==> src/rtl/cozy_uart_pkg.sv <==
// Shared definitions for the cozy UART: register indices, STATUS bit positions,
// FSM state types and the divisor clamp.
package cozy_uart_pkg;

  localparam logic [1:0] REG_DATA   = 2'd0;
  localparam logic [1:0] REG_STATUS = 2'd1;
  localparam logic [1:0] REG_DIV    = 2'd2;
  localparam logic [1:0] REG_RXACK  = 2'd3;

  localparam int unsigned ST_RX_VALID = 0;
  localparam int unsigned ST_RX_OVR   = 1;
  localparam int unsigned ST_RX_FERR  = 2;
  localparam int unsigned ST_TX_FULL  = 3;
  localparam int unsigned ST_TX_EMPTY = 4;
  localparam int unsigned ST_TX_IDLE  = 5;
  localparam int unsigned ST_TX_OVF   = 6;

  typedef enum logic [1:0] {
    TX_IDLE,
    TX_START,
    TX_DATA,
    TX_STOP
  } tx_state_t;

  typedef enum logic [2:0] {
    RX_IDLE,
    RX_START,
    RX_DATA,
    RX_STOP,
    RX_WAIT_HIGH
  } rx_state_t;

  // A bit period below two clocks would break the half-bit RX sample point.
  function automatic logic [15:0] eff_div(input logic [15:0] d);
    return (d < 16'd2) ? 16'd2 : d;
  endfunction

endpackage

==> src/rtl/cozy_fifo.sv <==
// Synchronous FIFO with occupancy count; a push while full is accepted only
// when a pop happens on the same edge.
module cozy_fifo #(
  parameter int unsigned WIDTH   = 8,
  parameter int unsigned FIFO_AW = 3
) (
  input  logic               clk,
  input  logic               reset_n,
  input  logic               push,
  input  logic               pop,
  input  logic [WIDTH-1:0]   din,
  output logic [WIDTH-1:0]   dout,
  output logic               full,
  output logic               empty,
  output logic [FIFO_AW:0]   count
);

  logic [WIDTH-1:0]   mem [2**FIFO_AW];
  logic [FIFO_AW-1:0] wp;
  logic [FIFO_AW-1:0] rp;
  logic               do_push;
  logic               do_pop;

  assign full    = count[FIFO_AW];
  assign empty   = (count == '0);
  assign do_pop  = pop && !empty;
  assign do_push = push && (!full || do_pop);
  assign dout    = mem[rp];

  always_ff @(posedge clk) begin
    if (do_push) mem[wp] <= din;
  end

  always_ff @(posedge clk or negedge reset_n) begin
    if (!reset_n) begin
      wp    <= '0;
      rp    <= '0;
      count <= '0;
    end else begin
      if (do_push) wp <= wp + 1'b1;
      if (do_pop)  rp <= rp + 1'b1;
      case ({do_push, do_pop})
        2'b10:   count <= count + 1'b1;
        2'b01:   count <= count - 1'b1;
        default: count <= count;
      endcase
    end
  end

endmodule

==> src/rtl/cozy_uart.sv <==
// Memory-mapped UART for the cozy CPU bus: 8-deep TX FIFO, single RX holding
// register, programmable bit divisor and sticky status flags.
module cozy_uart
  import cozy_uart_pkg::*;
#(
  parameter logic [15:0] BASE        = 16'hff00,
  parameter logic [15:0] DEFAULT_DIV = 16'd434,
  parameter int unsigned FIFO_AW     = 3
) (
  input  logic        clk,
  input  logic        reset_n,
  input  logic [15:0] bus_addr,
  input  logic [1:0]  bus_bwe,
  input  logic [15:0] bus_din,
  output logic [15:0] bus_dout,
  output logic        bus_sel,
  output logic        uart_tx,
  input  logic        uart_rx
);

  logic        hit;
  logic [1:0]  idx;
  logic        wr;
  logic        data_wr;
  logic        stat_wr;
  logic        div_wr;
  logic        ack_wr;
  logic        unused_addr0;

  assign hit          = (bus_addr[15:3] == BASE[15:3]);
  assign idx          = bus_addr[2:1];
  assign wr           = hit && (bus_bwe != 2'b00);
  assign data_wr      = wr && (idx == REG_DATA) && bus_bwe[0];
  assign stat_wr      = wr && (idx == REG_STATUS) && bus_bwe[0];
  assign div_wr       = wr && (idx == REG_DIV);
  assign ack_wr       = wr && (idx == REG_RXACK);
  assign unused_addr0 = bus_addr[0];

  logic [15:0] div;
  logic [15:0] bit_per;

  assign bit_per = eff_div(div);

  always_ff @(posedge clk or negedge reset_n) begin
    if (!reset_n) begin
      div <= DEFAULT_DIV;
    end else if (div_wr) begin
      if (bus_bwe[1]) div[15:8] <= bus_din[15:8];
      if (bus_bwe[0]) div[7:0]  <= bus_din[7:0];
    end
  end

  logic              fifo_full;
  logic              fifo_empty;
  logic [FIFO_AW:0]  fifo_count;
  logic [7:0]        fifo_dout;
  logic              tx_pop;

  cozy_fifo #(
    .WIDTH   (8),
    .FIFO_AW (FIFO_AW)
  ) u_txfifo (
    .clk     (clk),
    .reset_n (reset_n),
    .push    (data_wr),
    .pop     (tx_pop),
    .din     (bus_din[7:0]),
    .dout    (fifo_dout),
    .full    (fifo_full),
    .empty   (fifo_empty),
    .count   (fifo_count)
  );

  tx_state_t   tx_state;
  tx_state_t   tx_nxt;
  logic [15:0] tx_cnt;
  logic [2:0]  tx_bit;
  logic [7:0]  tx_shift;
  logic        tx_tick;
  logic        tx_line;

  assign tx_tick = (tx_cnt == '0);

  always_ff @(posedge clk or negedge reset_n) begin
    if (!reset_n) tx_state <= TX_IDLE;
    else          tx_state <= tx_nxt;
  end

  always_comb begin
    tx_nxt = tx_state;
    tx_pop = 1'b0;
    case (tx_state)
      TX_IDLE: begin
        if (!fifo_empty) begin
          tx_nxt = TX_START;
          tx_pop = 1'b1;
        end
      end
      TX_START: if (tx_tick) tx_nxt = TX_DATA;
      TX_DATA:  if (tx_tick && tx_bit == 3'd7) tx_nxt = TX_STOP;
      TX_STOP: begin
        if (tx_tick) begin
          if (!fifo_empty) begin
            tx_nxt = TX_START;
            tx_pop = 1'b1;
          end else begin
            tx_nxt = TX_IDLE;
          end
        end
      end
      default: tx_nxt = TX_IDLE;
    endcase
  end

  // Line level for the upcoming cycle so uart_tx can be a plain register.
  always_comb begin
    tx_line = 1'b1;
    case (tx_nxt)
      TX_START: tx_line = 1'b0;
      TX_DATA:  tx_line = (tx_state == TX_DATA && tx_tick) ? tx_shift[1] : tx_shift[0];
      default:  tx_line = 1'b1;
    endcase
  end

  // The period is reloaded only at bit boundaries, so DIV writes apply to the next bit.
  always_ff @(posedge clk or negedge reset_n) begin
    if (!reset_n) begin
      tx_cnt   <= '0;
      tx_bit   <= '0;
      tx_shift <= '0;
      uart_tx  <= 1'b1;
    end else begin
      uart_tx <= tx_line;
      if (tx_pop)
        tx_shift <= fifo_dout;
      else if (tx_state == TX_DATA && tx_tick)
        tx_shift <= tx_shift >> 1;
      if (tx_state != tx_nxt || (tx_state == TX_DATA && tx_tick))
        tx_cnt <= bit_per - 16'd1;
      else if (!tx_tick)
        tx_cnt <= tx_cnt - 16'd1;
      if (tx_state == TX_START)
        tx_bit <= '0;
      else if (tx_state == TX_DATA && tx_tick)
        tx_bit <= tx_bit + 3'd1;
    end
  end

  logic        rx_s1;
  logic        rx_s2;
  rx_state_t   rx_state;
  rx_state_t   rx_nxt;
  logic [15:0] rx_cnt;
  logic [2:0]  rx_bit;
  logic [7:0]  rx_shift;
  logic        rx_tick;
  logic        rx_done;
  logic        rx_ferr_set;

  assign rx_tick = (rx_cnt == '0);

  always_ff @(posedge clk or negedge reset_n) begin
    if (!reset_n) begin
      rx_s1    <= 1'b1;
      rx_s2    <= 1'b1;
      rx_state <= RX_IDLE;
    end else begin
      rx_s1    <= uart_rx;
      rx_s2    <= rx_s1;
      rx_state <= rx_nxt;
    end
  end

  always_comb begin
    rx_nxt = rx_state;
    case (rx_state)
      RX_IDLE:      if (!rx_s2) rx_nxt = RX_START;
      RX_START:     if (rx_tick) rx_nxt = rx_s2 ? RX_IDLE : RX_DATA;
      RX_DATA:      if (rx_tick && rx_bit == 3'd7) rx_nxt = RX_STOP;
      RX_STOP:      if (rx_tick) rx_nxt = rx_s2 ? RX_IDLE : RX_WAIT_HIGH;
      RX_WAIT_HIGH: if (rx_s2) rx_nxt = RX_IDLE;
      default:      rx_nxt = RX_IDLE;
    endcase
  end

  always_comb begin
    rx_done     = (rx_state == RX_STOP) && rx_tick && rx_s2;
    rx_ferr_set = (rx_state == RX_STOP) && rx_tick && !rx_s2;
  end

  // Idle keeps the half-bit count armed so START samples mid start bit.
  always_ff @(posedge clk or negedge reset_n) begin
    if (!reset_n) begin
      rx_cnt   <= '0;
      rx_bit   <= '0;
      rx_shift <= '0;
    end else begin
      if (rx_state == RX_IDLE)
        rx_cnt <= (bit_per >> 1) - 16'd1;
      else if (rx_tick)
        rx_cnt <= bit_per - 16'd1;
      else
        rx_cnt <= rx_cnt - 16'd1;
      if (rx_state == RX_START)
        rx_bit <= '0;
      else if (rx_state == RX_DATA && rx_tick)
        rx_bit <= rx_bit + 3'd1;
      if (rx_state == RX_DATA && rx_tick)
        rx_shift <= {rx_s2, rx_shift[7:1]};
    end
  end

  logic [7:0] rx_data;
  logic       rx_valid;
  logic       rx_ovr;
  logic       rx_ferr;
  logic       tx_ovf;

  always_ff @(posedge clk or negedge reset_n) begin
    if (!reset_n) begin
      rx_data  <= '0;
      rx_valid <= 1'b0;
      rx_ovr   <= 1'b0;
      rx_ferr  <= 1'b0;
      tx_ovf   <= 1'b0;
    end else begin
      if (rx_done) rx_data <= rx_shift;
      if (rx_done)      rx_valid <= 1'b1;
      else if (ack_wr)  rx_valid <= 1'b0;
      if (rx_done && rx_valid && !ack_wr)  rx_ovr <= 1'b1;
      else if (stat_wr && bus_din[ST_RX_OVR]) rx_ovr <= 1'b0;
      if (rx_ferr_set)                      rx_ferr <= 1'b1;
      else if (stat_wr && bus_din[ST_RX_FERR]) rx_ferr <= 1'b0;
      if (data_wr && fifo_full && !tx_pop)   tx_ovf <= 1'b1;
      else if (stat_wr && bus_din[ST_TX_OVF]) tx_ovf <= 1'b0;
    end
  end

  logic [15:0] status;
  logic [15:0] rd;

  always_comb begin
    status              = '0;
    status[ST_RX_VALID] = rx_valid;
    status[ST_RX_OVR]   = rx_ovr;
    status[ST_RX_FERR]  = rx_ferr;
    status[ST_TX_FULL]  = fifo_full;
    status[ST_TX_EMPTY] = fifo_empty;
    status[ST_TX_IDLE]  = fifo_empty && (tx_state == TX_IDLE);
    status[ST_TX_OVF]   = tx_ovf;
    rd = '0;
    case (idx)
      REG_DATA:   rd = {8'h00, rx_data};
      REG_STATUS: rd = status;
      REG_DIV:    rd = div;
      REG_RXACK:  rd = 16'(fifo_count);
    endcase
  end

  always_ff @(posedge clk or negedge reset_n) begin
    if (!reset_n) begin
      bus_sel  <= 1'b0;
      bus_dout <= '0;
    end else begin
      bus_sel  <= hit;
      bus_dout <= hit ? rd : 16'h0000;
    end
  end

endmodule

==> config.mk <==
export PLATFORM = sky130hd
export DESIGN_NAME = cozy_uart
export DESIGN_NICKNAME = d
export VERILOG_FILES = /design/src/rtl/cozy_uart_pkg.sv /design/src/rtl/cozy_fifo.sv /design/src/rtl/cozy_uart.sv
export SDC_FILE = /design/constraint.sdc
export NUM_CORES = 1
export LEC_CHECK = 0
export CAP_MARGIN = 20
export CORE_UTILIZATION = 35
export CTS_CLUSTER_SIZE = 28
export DETAILED_ROUTE_END_ITERATION = 6
export PLACE_DENSITY = 0.59
export SYNTH_ARGS = -nofsm -noshare
export SYNTH_HDL_FRONTEND = slang
export SYNTH_HIERARCHICAL = 1
export SYNTH_SLANG_ARGS = --single-unit
==> constraint.sdc <==
create_clock -name clk -period 4.5 [get_ports clk]
set_clock_uncertainty 0.15 [all_clocks]
set_input_delay 0.675 -clock clk [delete_from_list [all_inputs] [get_ports clk]]
set_output_delay 0.675 -clock clk [all_outputs]
set_load 0.05 [all_outputs]
==> results.ini, run 1 <==
[synthesis]
syn_avg_cell_area_um2=12.48
synth_nets=779
synth_edf_count=64
ys_seq_area_share_pct=54.00
synthArstFlopShare_pct=64.64
yosysMostFrequentCell=dfrtp_1
yosys_warnings=6
postSynthCellCount=721
synthTopCellsByArea=dfrtp_1 30%, edfxtp_1 21%, mux4_1 4.7%
netlist_area_um2=8999
synth-seq-cells=181
netlist.area_leader.share_pct=30.31
synth_top_area_cell=dfrtp_1
synthTopCellsByCount=109 x dfrtp_1, 64 x edfxtp_1, 53 x nand2_1
synth_cell_types=69
synth_ff_type=dfrtp_1

[routing]
drtAntennaViolNets=0
drt-pass1-iter-count=5
viasPerCell=5.043
wl_mm=18.66
drt_iter0_drc=277
vias=5663
wl_per_cell_um=16.61
drcViolationCount=0

[final_layout]
fin_nets=838
instances_no_fill=1123
diodes=0
area_growth_pct=17.27
drive_gt1_share_pct=13.49

[floorplanning]
core_area_um2=25180
initial_core_util_pct=35.73
dieArea_um2=26360
io_pins=55
die_w_um=162.3
rows=58
die_height_um=162.3

[outcome]
status=complete, no violations

[grt]
grt_pass1_vias=5730
grt_max_degree=46
track_usage_pct=15.25
antenna_found_initial=0
grt_pass1_wl_mm=30.84
overflow=0

[setup_path]
endpoint_kind=flop
crit_type=reg -> reg
arrival_ns=4.02
cp.required_ns=4.67
critPathLaunchType=flop
path_max_fanout=9

[place]
dp_slack_ns=0.5835
dp_hpwl_mm=13.26
gp_congestion=0.7967
place_inst=1091
port_buffers=53

[clocking]
cts_tree=yes
cts_buffers=17
clk_path_buf_depth=2
cts_hold_buf=0
cts_sinks=181
post_cts_buffers=0
insertion_delay_ns=0.44
htreeDepth=4
clk_pin_slew_ns=0.07
cts-root-buf=clkbuf_16
cts_resized=0

[timing]
setup_viol=0
finalHoldViolations=0
worst_slack_ns=0.6454
slew_headroom_pct=36.78
fmax_mhz=259.4
slew_viol_final=0
rsz0062_at_grt=no
period_needed_ns=3.855
min_period_over_period_pct=85.66
tightest_slew_ns=0.9483
whs_ns=0.1052
fin_setup_tns_ns=0

[flow_run]
cap_viol_max_count=0

[power_and_ir_drop]
p_per_area_nw_per_um2=523.9
ir_drop_v=0.0003271
power_w=0.005529
p_leak_nw=4.320

[hold_path]
hold_class=in -> async

==> worst max-delay path: stages, from the launching register on <==
cell and delay (ns):
dfrtp_1 0.42, inv_1 0.08, ha_1 0.17, nor3b_1 0.19
buf_4 0.17, and3_1 0.16, a31oi_1 0.10, nor3_2 0.37
o41ai_1 0.23, inv_1 0.17, ha_1 0.33, ha_1 0.34
or4b_2 0.63, o311ai_0 0.12, o211ai_1 0.12
==> placed cells by master, fill, tap and decap left out, drive strengths merged, types with 4 or more instances in the layout <==
cell type	netlist	layout
dfrtp	109	109
edfxtp	64	64
nand2	53	53
clkdlybuf4s50	0	52
nor2	50	50
mux2	48	48
xnor2	34	34
mux2i	31	31
a21oi	27	27
buf	12	23
inv	19	23
xor2	22	22
o21ai	22	22
ha	20	20
nand3	20	20
mux4	20	20
nor3	19	19
clkbuf	23	17
nor4	14	14
and2	10	10
nor2b	10	10
nor3b	10	10
or3	8	8
dfstp	8	8
or4	8	8
a31oi	6	6
nand2b	6	6
o2bb2ai	6	6
clkinv	0	6
o211ai	5	5
o22ai	4	4
nand4b	4	4
==> cells by family after synthesis <==
family,share of synthesized area (%)
mux,15.13
simple gates,13.45
buf+inv,2.684
fa+ha+maj,3.003
flops,54.00
xor+xnor,5.450
compound gates,6.285
==> path summary, 6_finish.rpt <==
kind | start | endpoint | slack (ns) | cells past startpoint
setup / recovery | tx_cnt[0]$_DFFE_PN0P_ | u_txfifo/count[3]$_DFFE_PN0P_ | 0.65 | 14
hold / removal | reset_n | tx_state[0]$_DFF_PN0_ | 0.11 | 1
setup reg to reg | tx_cnt[0]$_DFFE_PN0P_ | u_txfifo/count[3]$_DFFE_PN0P_ | 0.65 | 14
hold reg to reg | rx_s1$_DFF_PN1_ | rx_s2$_DFF_PN1_ | 0.21 | 0
max in group asynchronous | reset_n | div[4]$_DFFE_PN1P_ | 3.12 | 2
min in group clk | rx_s1$_DFF_PN1_ | rx_s2$_DFF_PN1_ | 0.21 | 0
==> metrics by stage <==
stage               util (%)  cell area (µm²)
floorplan                  -             8999
global placement       39.45             9935
detailed placement     39.45             9935
CTS                    41.91            10550
global route           41.91            10550
finish                 41.91            10550
==> flip-flops by register name, indices dropped and copies added (netlist names), 2 cells and up <==
register,count
tx_state,2
tx_bit,3
rx_data,8
div,16
u_txfifo/mem,64
u_txfifo/rp,3
tx_cnt,16
tx_shift,8
bus_dout,16
rx_state,3
rx_shift,8
u_txfifo/count,4
rx_cnt,16
u_txfifo/wp,3
rx_bit,3
==> power by group <==
group / switching, W / internal, W / total, W
clock network: 0.000683 / 0.000842 / 0.00152
registers: 0.000292 / 0.00192 / 0.00221
logic: 0.000905 / 0.000886 / 0.00179
==> layer usage <==
layer,global-route usage [%],vias up,part of all wire (%)
met5,0,-,0
met4,4.846,0,1.2
met3,2.597,15,2.8
met2,24.79,81,50
met1,20.70,2798,46
li1,-,2769,-
==> final cells by class <==
| class | instances | area [µm²] |
|---|---|---|
| sequential | 181 | 4860 |
| fill | 2343 | 14630 |
| multi-input combinational | 486 | 3897 |
| tap | 330 | 412.9 |
| clock inverter | 15 | 192.7 |
| clock buffer | 17 | 425.4 |
| timing repair buffer | 75 | 693.2 |
| inverter | 19 | 71.32 |
(Power assumes the default switching activity.)
==> run 2: changes to the inputs <==
--- a/config.mk
+++ b/config.mk
@@ -6,10 +6,11 @@
 export NUM_CORES = 1
 export LEC_CHECK = 0
 export CAP_MARGIN = 20
-export CORE_UTILIZATION = 35
+export CORE_UTILIZATION = 53
 export CTS_CLUSTER_SIZE = 28
 export DETAILED_ROUTE_END_ITERATION = 6
-export PLACE_DENSITY = 0.59
+export HOLD_SLACK_MARGIN = 0.1
+export PLACE_DENSITY = 0.8
 export SYNTH_ARGS = -nofsm -noshare
 export SYNTH_HDL_FRONTEND = slang
 export SYNTH_HIERARCHICAL = 1
==> run 2 against run 1 <==
Net effect: critical path depth is the same; critical endpoint unchanged; utilization grew 21 points; worst hold slack gained 0.10 ns; non-clock buffer count shrank 2; cell area shrank 1.8%; first-iteration DRC count is 88% higher; critical path type unchanged; final cell count fell by 10%; combinational power increased by 2%; flip-flop and latch count stayed put; global-route usage rose by 7.9 points; clock power fell by 4%.
==> results.ini, run 2 (same netlist as run 1, synthesis figures left out) <==
[outcome]
status=complete, no violations  ; unchanged

[setup_path]
cp.required_ns=4.65  ; was 4.67 ns
crit_type=reg -> reg  ; unchanged
crit_chain=inv_1, ha_1, nor3b_1, buf_4, and3_2, a31oi_1, nor3_2, o41ai_1, inv_1, ha_1, ha_1, or4b_2, o311ai_0, o211ai_1  ; was inv_1, ha_1, nor3b_1, buf_4, and3_1, a31oi_1, nor3_2, o41ai_1, inv_1, ha_1, ha_1, or4b_2, o311ai_0, o211ai_1
slowest_stage=or4b_2  ; unchanged
crit_buf_inv=3  ; unchanged
arrival_ns=4.28  ; was 4.02 ns
critPathLaunchType=flop  ; unchanged
path_max_fanout=10  ; was 9
critical_path.top_delay_family=simple AND/OR/NAND/NOR gates  ; unchanged
startpoint=tx_cnt[0]$_DFFE_PN0P_  ; unchanged
reg2reg_from=tx_cnt[0]$_DFFE_PN0P_  ; unchanged
slowest_delay_ns=0.64  ; was 0.63 ns
endpoint_kind=flop  ; unchanged
cpMostUsedCell=ha_1  ; unchanged

[floorplanning]
die_height_um=132.3  ; was 162.3 µm
core_area_um2=16580  ; was 25180 µm²
dieArea_um2=17500  ; was 26360 µm²
io_pins=55  ; unchanged
die_w_um=132.3  ; was 162.3 µm
initial_core_util_pct=54.26  ; was 35.73%
rows=47  ; was 58

[routing]
viasPerCell=5.941  ; was 5.043
wl_met3_mm=1.115  ; was 520 µm
vias=6006  ; was 5663
wl_met1_mm=8.180  ; was 8.674 mm
drt_iter0_drc=522  ; was 277
drt-pass1-iter-count=5  ; unchanged
wl_met2_mm=9.668  ; was 9.236 mm
wl_per_cell_um=19.05  ; was 16.61 µm
drcViolationCount=0  ; unchanged
wl_mm=19.26  ; was 18.66 mm
drtAntennaViolNets=0  ; unchanged
highest_layer=met4  ; unchanged

[final_layout]
design_area_um2=10360  ; was 10550 µm²
final_cell_mix=109 x dfrtp_1, 64 x edfxtp_1, 53 x nand2_1  ; unchanged
largest_register=u_txfifo/mem  ; unchanged
fin_nets=836  ; was 838
diodes=0  ; unchanged
drive_gt1_share_pct=13.27  ; was 13.49%
largest_reg_flops=64  ; unchanged
area_growth_pct=15.14  ; was 17.27%
mostFrequentLayoutCell=dfrtp_1  ; unchanged
fin_util_pct=62.48  ; was 41.91%

[timing]
whs_ns=0.2071  ; was 0.1052 ns
fmax_mhz=242.0  ; was 259.4 MHz
setup_viol=0  ; unchanged
period_needed_ns=4.132  ; was 3.855 ns
finalHoldViolations=0  ; unchanged
fin_setup_tns_ns=0  ; unchanged
rsz0062_at_grt=no  ; unchanged
tightest_slew_ns=0.9848  ; was 0.9483 ns
min_period_over_period_pct=91.82  ; was 85.66%
slew_headroom_pct=34.35  ; was 36.78%
slew_viol_final=0  ; unchanged

[clocking]
htreeDepth=4  ; unchanged
cts_sinks=181  ; unchanged
clk_path_buf_depth=2  ; unchanged
cts_tree=yes  ; unchanged
clk_pin_slew_ns=0.07  ; about the same
cts-root-buf=clkbuf_16  ; unchanged
insertion_delay_ns=0.43  ; was 0.44 ns
post_cts_buffers=0  ; unchanged
cts_buffers=17  ; unchanged

[grt]
antenna_found_initial=0  ; unchanged
grt_pass1_vias=6147  ; was 5730
overflow=0  ; unchanged
track_usage_pct=23.19  ; was 15.25%
grt_pass1_wl_mm=31.48  ; was 30.84 mm
grt_max_degree=76  ; was 46

[place]
port_buffers=53  ; unchanged
gp_congestion=0.8471  ; was 0.7967
dpl_cell_area_um2=9782  ; was 9935 µm²
dp_hpwl_mm=13.38  ; was 13.26 mm

[power_and_ir_drop]
ir_drop_v=0.0003793  ; was 0.0003271 V
p_leak_nw=4.301  ; was 4.320 nW
p_per_area_nw_per_um2=532.8  ; was 523.9 nW/µm²

[hold_path]
hold_start=rx_s1$_DFF_PN1_
hold_class=reg -> reg  ; was in -> async

[flow_run]
cap_viol_max_count=0  ; unchanged

==> run 2: repair_timing <==
item / 4_1_cts / 5_1_grt
resized for setup: 0 / 1
setup endpoints to repair: 0 / 1
hold buffers: 0 / 0
==> run 2: worst reg2reg max path, stage by stage, from the launching register on <==
cell and delay, ns:
dfrtp_1 0.43, inv_1 0.08, ha_1 0.20, nor3b_1 0.23
buf_4 0.17, and3_2 0.30, a31oi_1 0.13, nor3_2 0.36
o41ai_1 0.24, inv_1 0.16, ha_1 0.33, ha_1 0.35
or4b_2 0.64, o311ai_0 0.12, o211ai_1 0.13
==> run 2: layer usage <==
metal	GRT usage, %	vias to the layer above
met5	0	-
met4	6.897	0
met3	4.383	27
met2	39.77	227
met1	30.06	2993
li1	-	2759
==> run 2: final timing paths <==
path                                            endpoint  slack (ns)  depth (start not counted)
max                        u_txfifo/count[3]$_DFFE_PN0P_        0.37                         14
min                                      rx_s2$_DFF_PN1_        0.21                          0
max reg2reg                u_txfifo/count[3]$_DFFE_PN0P_        0.37                         14
min reg2reg                              rx_s2$_DFF_PN1_        0.21                          0
max in group asynchronous                rx_s1$_DFF_PN1_        2.99                          2
min in group asynchronous         tx_cnt[15]$_DFFE_PN0P_        0.24                          1
==> run 2: layout make-up <==
class | count | area (µm²)
Multi-Input combinational cell | 486 | 3899
Inverter | 19 | 71.32
Timing Repair Buffer | 73 | 678.2
Tap cell | 220 | 275.3
Sequential cell | 181 | 4860
Fill cell | 1211 | 6222
Clock inverter | 14 | 148.9
Clock buffer | 18 | 429.2
==> run 2: power by group <==
| part | switching [W] | internal, W |
|---|---|---|
| clock network | 0.000633 | 0.000825 |
| logic | 0.000947 | 0.000884 |
| registers | 0.000309 | 0.00192 |
| total | 0.00189 | 0.00363 |
==> run 2: through the flow <==
step | setup WS, ns | power, W | instances
final | 0.3681 | 0.005521 | 1011
after global routing | 0.06934 | 0.005797 | 1011
after CTS | 0.2948 | 0.005519 | 1011
after global placement | 0.5320 | 0.003917 | 979
after detailed placement | 0.3493 | 0.004048 | 979
after floorplan | 0.2813 | 0.003592 | 721
